--- config.mk ---
export PLATFORM = sky130hd
export DESIGN_NAME = uart_tx_arbiter
export DESIGN_NICKNAME = d
export VERILOG_FILES = /design/src/rtl/uart_tx_arbiter.sv
export SDC_FILE = /design/constraint.sdc
export NUM_CORES = 1
export LEC_CHECK = 0
export BUFFER_PORTS_ARGS = -buffer_cell sky130_fd_sc_hd__clkbuf_2
export CAP_MARGIN = 20
export CORE_ASPECT_RATIO = 0.9
export CORE_MARGIN = 10
export CORE_UTILIZATION = 50
export DETAILED_ROUTE_END_ITERATION = 16
export PLACE_DENSITY = 0.8
export SLEW_MARGIN = 20
export SYNTH_ARGS = -nofsm -noshare
export SYNTH_HDL_FRONTEND = slang
export SYNTH_SLANG_ARGS = --single-unit
--- constraint.sdc ---
create_clock -name CLK -period 6 [get_ports CLK]
set_input_delay 0.6 -clock CLK [delete_from_list [all_inputs] [get_ports CLK]]
set_output_delay 0.6 -clock CLK [all_outputs]
set_load 0.03 [all_outputs]
--- src/rtl/uart_tx_arbiter.sv ---
// Round-robin arbiter sharing one UART transmitter among NREQ byte-stream
// sources. Each grant is prefixed with a tag byte (HDR_BASE | owner index).
// The grant is released at end of message, at MAXLEN bytes, or after the
// owner has been idle for STALL_TIMEOUT consecutive cycles.
module uart_tx_arbiter #(
  parameter int         NREQ          = 4,
  parameter int         MAXLEN        = 64,
  parameter int         STALL_TIMEOUT = 1000,
  parameter logic [7:0] HDR_BASE      = 8'hA0
) (
  input  logic              CLK,
  input  logic              RST,
  input  logic [NREQ-1:0]   req_valid,
  input  logic [8*NREQ-1:0] req_data,
  input  logic [NREQ-1:0]   req_last,
  output logic [NREQ-1:0]   req_ready,
  output logic              tx_valid,
  output logic [7:0]        tx_data,
  input  logic              tx_ready,
  output logic [2:0]        grant_id,
  output logic              busy,
  output logic              stall_abort
);

  localparam int SCW = $clog2(STALL_TIMEOUT + 1);

  localparam logic [1:0] S_IDLE = 2'd0;
  localparam logic [1:0] S_HDR  = 2'd1;
  localparam logic [1:0] S_DATA = 2'd2;

  logic [1:0]     state;
  logic [2:0]     rr_ptr;
  logic [2:0]     gnt;
  logic [7:0]     byte_cnt;
  logic [SCW-1:0] stall_cnt;

  logic           cur_valid;
  logic           cur_last;
  logic [7:0]     cur_data;
  logic           any_req;
  logic [2:0]     win;
  logic [2:0]     win_next;
  logic           len_hit;
  logic           stall_hit;

  // Select the current owner's byte stream
  always_comb begin
    cur_valid = 1'b0;
    cur_last  = 1'b0;
    cur_data  = 8'd0;
    for (int i = 0; i < NREQ; i++) begin
      if (gnt == 3'(i)) begin
        cur_valid = req_valid[i];
        cur_last  = req_last[i];
        cur_data  = req_data[8*i +: 8];
      end
    end
  end

  // First requesting index scanning upward from rr_ptr, wrapping at NREQ
  always_comb begin
    int idx;
    idx     = 0;
    any_req = 1'b0;
    win     = 3'd0;
    for (int k = 0; k < NREQ; k++) begin
      idx = int'(rr_ptr) + k;
      if (idx >= NREQ) idx = idx - NREQ;
      for (int j = 0; j < NREQ; j++) begin
        if (!any_req && (j == idx) && req_valid[j]) begin
          any_req = 1'b1;
          win     = 3'(j);
        end
      end
    end
    win_next = (win == 3'(NREQ - 1)) ? 3'd0 : win + 3'd1;
  end

  assign len_hit   = (int'(byte_cnt) + 1) >= MAXLEN;
  assign stall_hit = (int'(stall_cnt) + 1) >= STALL_TIMEOUT;

  // Grant FSM with byte and stall counters
  always_ff @(posedge CLK) begin
    if (RST) begin
      state       <= S_IDLE;
      rr_ptr      <= 3'd0;
      gnt         <= 3'd0;
      byte_cnt    <= 8'd0;
      stall_cnt   <= '0;
      stall_abort <= 1'b0;
    end else begin
      stall_abort <= 1'b0;
      case (state)
        S_IDLE: begin
          if (any_req) begin
            gnt       <= win;
            rr_ptr    <= win_next;
            byte_cnt  <= 8'd0;
            stall_cnt <= '0;
            state     <= S_HDR;
          end
        end
        S_HDR: begin
          if (tx_ready) state <= S_DATA;
        end
        S_DATA: begin
          if (cur_valid && tx_ready) begin
            byte_cnt  <= byte_cnt + 8'd1;
            stall_cnt <= '0;
            if (cur_last || len_hit) begin
              state <= S_IDLE;
              gnt   <= 3'd0;
            end
          end else if (!cur_valid) begin
            if (stall_hit) begin
              state       <= S_IDLE;
              gnt         <= 3'd0;
              stall_cnt   <= '0;
              stall_abort <= 1'b1;
            end else begin
              stall_cnt <= stall_cnt + 1'b1;
            end
          end
        end
        default: begin
          state <= S_IDLE;
          gnt   <= 3'd0;
        end
      endcase
    end
  end

  // Output steering: tag in HDR, zero-latency pass-through in DATA
  always_comb begin
    tx_valid  = 1'b0;
    tx_data   = 8'd0;
    req_ready = '0;
    case (state)
      S_HDR: begin
        tx_valid = 1'b1;
        tx_data  = HDR_BASE | {5'd0, gnt};
      end
      S_DATA: begin
        tx_valid = cur_valid;
        tx_data  = cur_data;
        for (int i = 0; i < NREQ; i++) begin
          req_ready[i] = (gnt == 3'(i)) && tx_ready;
        end
      end
      default: begin
        tx_valid = 1'b0;
      end
    endcase
  end

  assign busy     = (state == S_HDR) || (state == S_DATA);
  assign grant_id = gnt;

endmodule

# ---- Word level (Yosys, flattened, before mapping)
# Cells that the tools add are included.
dict set report totals {
  regBits 27
  latch_bits 0
  ramBits 0
  romBits 0
  input_bits 43
  output_inout_bits 18
  elab_cells 189
  mem_count 0
}
dict set report op_classes {
  addsub 12
  multipliers 0
  div_mod_pow 0
  magnitude_cmp 6
  eq_ne 24
  n_shift 0
  n_mux 73
  bitwise_logic 2
  reduce_logical 66
}
# cell n
set ops {}
lappend ops {{equality test 3 x 32 -> 1 bit, first input constant} 8}
lappend ops {{equality test 2 x 32 -> 1 bit, first input constant} 4}
lappend ops {{zero test 32 bit} 4}
lappend ops {{two-way mux 32 bit} 4}
lappend ops {{two-way mux 3 bit} 20}
lappend ops {{two-way mux 8 bit} 6}
lappend ops {{two-way mux 10 bit} 4}
lappend ops {{logical AND 1 bit} 36}
lappend ops {{one-hot mux 8 bit (2 select lines)} 2}
lappend ops {{two-way mux 1 bit} 26}
lappend ops {{one-hot mux 10 bit (2 select lines)} 1}
lappend ops {{zero test 1 bit} 15}
lappend ops {{subtractor 4 x 3 -> 5 bit, second input constant} 3}
lappend ops {{>= comparator 4 x 3 -> 1 bit, second input constant} 3}
lappend ops {{two-way mux 2 bit} 6}
lappend ops {{adder 10 x 1 -> 11 bit, second input constant} 1}
lappend ops {{>= comparator 11 x 10 -> 1 bit, second input constant} 1}
lappend ops {{adder 10 x 1 -> 10 bit, second input constant} 1}
lappend ops {{AND reduction 5 bit} 2}
lappend ops {{adder 8 x 1 -> 9 bit, second input constant} 1}
lappend ops {{equality test 3 x 2 -> 1 bit, second input constant} 3}
lappend ops {{>= comparator 9 x 7 -> 1 bit, second input constant} 1}
lappend ops {{!= test 3 bit, second input constant} 3}
lappend ops {{one-hot mux 3 bit (3 select lines)} 1}
lappend ops {{21 further kinds} 27}

# ---- Logic depth before layout (Yosys ltp)
dict set report logic_depth {
  ltp_word 67
  ltp_mapped 10
  ltp_nobuf 8
}

# ---- Least setup slack after synthesis
# Ideal clock, no wire load.
dict set report synth_path {
  kind {reg2reg}
  start {register gnt[0] (netlist: grant_id[0])}
  end {register stall_cnt[8]}
  setup_ps 132
  t_arrival_ps 2346
  required_time_ps 5868
  slack_ps 3522
  path_stages_with_launch 10
  path_buffers 3
  synth_period_minus_slack_ps 2478
  path_cell_list {dfxtp_1 buf_2 mux4_2 nand3_1 o21ai_0 or2_2 clkbuf_1 buf_2 o21ai_0 a21oi_1}
}
dict set report synth_via {
  elab_chain_len 8
  word_cells_on_any_way 13
  cone_classes {eq/ne: 4; mux: 6; reduce/logical: 3}
}
# element line_no
set synth_rtl {}
lappend synth_rtl {{start, declared} 33} ;# logic [2:0] gnt;
lappend synth_rtl {{start signal, assigned} 96} ;# gnt <= win;
lappend synth_rtl {{zero test 3 bit} 52} ;# if (gnt == 3'(i)) begin
lappend synth_rtl {{two-way mux 1 bit (3 in series)} 52}
lappend synth_rtl {{two-way mux 1 bit *} 52}
lappend synth_rtl {{logical AND 1 bit} 107} ;# if (cur_valid && tx_ready) begin
lappend synth_rtl {{!= test 3 bit (no source line) or two-way mux 10 bit (tied branches)} n/a}
lappend synth_rtl {{AND reduction 3 bit (no source line) or one-hot mux 10 bit (2 select lines) (tied branches)} n/a}
lappend synth_rtl {{end signal, assigned} 121} ;# stall_cnt <= stall_cnt + 1'b1;
lappend synth_rtl {{end, declared} 35} ;# logic [SCW-1:0] stall_cnt;
# Every way passes the cells marked *; elsewhere a longest branch is shown, timed or not.
# A chain may end at the register's enable or synchronous reset.

# ---- Worst setup path in the final report
dict set report layout_path {
  start {register gnt[0] (netlist: grant_id[0])}
  end {register stall_cnt[2]}
}
# Same word-level chain as after synthesis.

==> impl_summary.txt <==
----------------------------------------------------
[Yosys]
  Complex-gate fraction of the synthesized area ... 0.163
  Count of mapped cells out of synthesis ... 262
  Synth Area in Adders ... 0.0507
  Top FF cell, synth ... dfxtp_1
  Sequential fraction of the synthesis area ... 0.253
  Mapped cell area ... 1980 µm²
  Ys Warns ... 0
  Number of library cell types mapped by synthesis ... 48
  Simple-gate share of the synthesized area ... 0.338
  Post-synth EDFFs ... 0
  Share of async-settable or async-resettable flops after synthesis ... 0
  Fraction of synthesized area in multiplexers ... 0.136
  Synth Area per Inst ... 7.54 µm²
  Total of flip-flops plus latches after synthesis ... 25
  Main combinational cell family by area after synthesis ... simple AND/OR/NAND/NOR gates
  XOR/XNOR Fraction of Synth Area ... 0.00443
  Number of nets in the synthesized netlist ... 313

[Worst setup path]
  Critical path peak fanout ... 18
  Critical Path Stages ... 6
  Setup slack of the worst register-to-register path ... 3.09 ns
  Required time worst endpoint ... 6.20 ns
  Reg2reg start ... grant_id[0]
  Crit end category ... register
  Kind of launch point of the worst setup path ... register
  Start-to-end type of the worst setup path ... register to register
  CP Buf/Inv Count ... 0
  Worst reg2reg path endpoint ... stall_cnt[2]
  CP dominant cell by count ... nand2_1
  Dominant delay contributor by cell family on the critical path ... simple AND/OR/NAND/NOR gates
  Cell at the slowest stage of the critical path ... dfxtp_1
  Cells on worst reg2reg path ... 6
  Cell chain of the critical path ... mux4_2, nand2_1, nand2_1, nor3_2, o21ai_0, a21oi_1
  Signal arrival time at the worst endpoint ... 3.12 ns
  CP peak stage delay ... 0.86 ns

[Layout]
  Area of combinational cells with multiple inputs ... 1370 µm²
  Sequential cell area ... 500 µm²
  Non-Filler Cell Area, Final ... 2310 µm²
  FILL cells ... 323
  Final Net Count ... 363
  N_diodes ... 0
  Most frequent cells in the layout ... clkbuf_2 (59), nand2_1 (38), dfxtp_1 (25), a21oi_1 (24)
  Fraction of layout instances using a drive strength above 1 ... 0.267
  Area growth from synthesis to layout ... 16.9%
  Most common cell after layout, fill and taps aside ... clkbuf_2

[Placed design]
  Count of input and output buffers ... 59
  Final estimated routing congestion in global placement ... 0.903
  Post-detail-place hpwl ... 4110 µm
  Area after DPL ... 2260 µm²

[STA]
  Worst-case clock skew ... 0.00445 ns
  Unrepaired setup endpoints after global routing ... false
  Maximum clock frequency ... 343 MHz
  Setup Total Neg Slack ... 0 ns
  Hold Slack ... 0.500 ns
  Clock period minus final worst setup slack ... 2.91 ns
  Max-Slew Margin vs Limit ... 0.454
  Pins over their slew limit ... 0
  Measured slew at the worst slew-check pin ... 0.818 ns
  Number of endpoints failing setup at the final stage ... 0
  Hold Violations, Final ... 0
  Period Utilization, post-route ... 0.485

[Clocking]
  Post-CTS Setup Repair Bufs ... 0
  Root Driver ... clkbuf_8
  Maximum clock path buffer count ... 2
  Clock Sink Count ... 25
  H-Tree Level Count ... 1
  Post-CTS sizing ... 0
  Clock latency of the later-clocked register in the worst-skew pair ... 0.27 ns
  Number of buffers added by the clock tree synthesis step ... 3
  Clk pin slew, worst setup/hold paths ... 0.09 ns
  Clock tree from TritonCTS ... done
  Post-CTS Hold Buffers ... 0

[Drt]
  Routed via count ... 2082
  Mean routed wirelength per cell ... 14.9 µm
  Drt drc ... 0
  Total iterations of the first detailed-routing run ... 5
  Antenna viol nets, final ... 0
  DRC violation total after the first TritonRoute iteration ... 141
  Number of vias per cell after detailed routing ... 5.83
  Final routed wirelength across all metal layers ... 5310 µm

[Floorplan]
  Count of boundary I/O pins ... 61
  Std-Cell Rows ... 21
  Core Area ... 3760 µm²
  Starting density of the core ... 0.526
  Chip width ... 86.3 µm
  Height of the chip ... 79.6 µm
  Area enclosed by the die boundary ... 6870 µm²

[GRT]
  Via count of the first global-routing pass ... 1876
  Tot GR Track Use ... 0.149
  Antenna violations before repair ... 0
  First-pass GRT wire length ... 8750 µm
  Overflow left after global routing ... 0
  Pin count of the biggest net entering global routing ... 28

[Pwr]
  Pwr Density ... 301 nW/µm²
  Maximum ir drop on the vdd rail ... 195 µV
  Static Leak ... 0.955 nW

[Worst hold path]
  Worst hold path stage count ... 1
  Hold path startpoint ... byte_cnt[7]
  Hold Path End ... byte_cnt[7]
  Class of the most critical hold timing path ... register to register

[Run status]
  Status ... complete, no violations

[Run]
  Count of max-cap constraint violations ... 0

----------------------------------------------------
[where the power goes]
group,internal [mW],switching (mW),leakage (nW)
sequential,0.183,0.0376,0.202
combinational,0.142,0.230,0.730
clock,0.0476,0.0560,0.0228
[worst max-delay path by stage]
stage	startpoint	endpoint	slack, ns
global placement	grant_id[0]	stall_cnt[2]	3.19
floorplan	grant_id[0]	stall_cnt[8]	3.52
detailed placement	grant_id[0]	stall_cnt[2]	3.11
finish	grant_id[0]	stall_cnt[2]	3.09
global route	grant_id[0]	stall_cnt[5]	2.80
CTS	grant_id[0]	stall_cnt[2]	3.07
[logic make-up after synthesis]
logic type,Yosys count
simple gates,133
flops,25
fa+ha+maj,8
compound gates,53
mux,16
xor+xnor,1
other cells,1
buf+inv,25
[area by class of cell]
type | count | area share
clock buffers | 4 | 0.0195
flip-flops and latches | 25 | 0.217
well taps | 46 | 0.0249
repair buffers | 59 | 0.128
multi-input cells | 212 | 0.593
inverters | 11 | 0.0179
[cell usage after synthesis, types with 2 or more instances]
cell | number | area [µm²]
nand2_1 | 38 | 143
dfxtp_1 | 25 | 500
a21oi_1 | 24 | 120
nand3_1 | 22 | 110
nor2_1 | 22 | 82.6
nor3_1 | 14 | 70.1
inv_1 | 11 | 41.3
o21ai_0 | 10 | 50.1
a31oi_1 | 8 | 50.1
ha_1 | 8 | 100
mux4_2 | 8 | 180
nand2b_1 | 7 | 43.8
nor2b_1 | 7 | 43.8
buf_2 | 6 | 30.0
clkbuf_1 | 6 | 22.5
mux2i_1 | 5 | 50.1
and3_1 | 3 | 18.8
a311oi_1 | 2 | 17.5
and2_1 | 2 | 12.5
mux2_2 | 2 | 22.5
nand4_1 | 2 | 12.5
nand4b_1 | 2 | 17.5
nor4_1 | 2 | 12.5
or2_2 | 2 | 12.5
[sequential cells by signal (all words and copies together), names as in the netlist]
| name | cells |
|---|---|
| rr_ptr | 2 |
| byte_cnt | 8 |
| state | 2 |
| stall_cnt | 10 |
| stall_abort | 1 |
| grant_id | 2 |
[per-layer routing]
layer | part of all wire | vias to the layer above | track usage
li1 | - | 1043 | -
met1 | 0.45 | 948 | 0.183
met2 | 0.47 | 82 | 0.256
met3 | 0.067 | 9 | 0.0276
met4 | 0.013 | 0 | 0.0437
met5 | 0 | - | 0
[worst register-to-register path: stages, from the launching register on]
cell     delay, ns
dfxtp_1       0.86
mux4_2        0.69
nand2_1       0.13
nand2_1       0.12
nor3_2        0.67
o21ai_0       0.20
a21oi_1       0.18
[stage by stage]
| stage | setup WS [ns] | instances | total power [mW] | utilization |
|---|---|---|---|---|
| after floorplan | 3.52 | 262 | 0.512 | - |
| after global placement | 3.19 | 353 | 0.587 | 0.603 |
| after detailed placement | 3.11 | 353 | 0.595 | 0.603 |
| after CTS | 3.07 | 357 | 0.698 | 0.615 |
| after global routing | 2.80 | 357 | 0.749 | 0.615 |
| final | 3.09 | 357 | 0.696 | 0.615 |
Note: power is estimated with default switching activity, not from simulation.
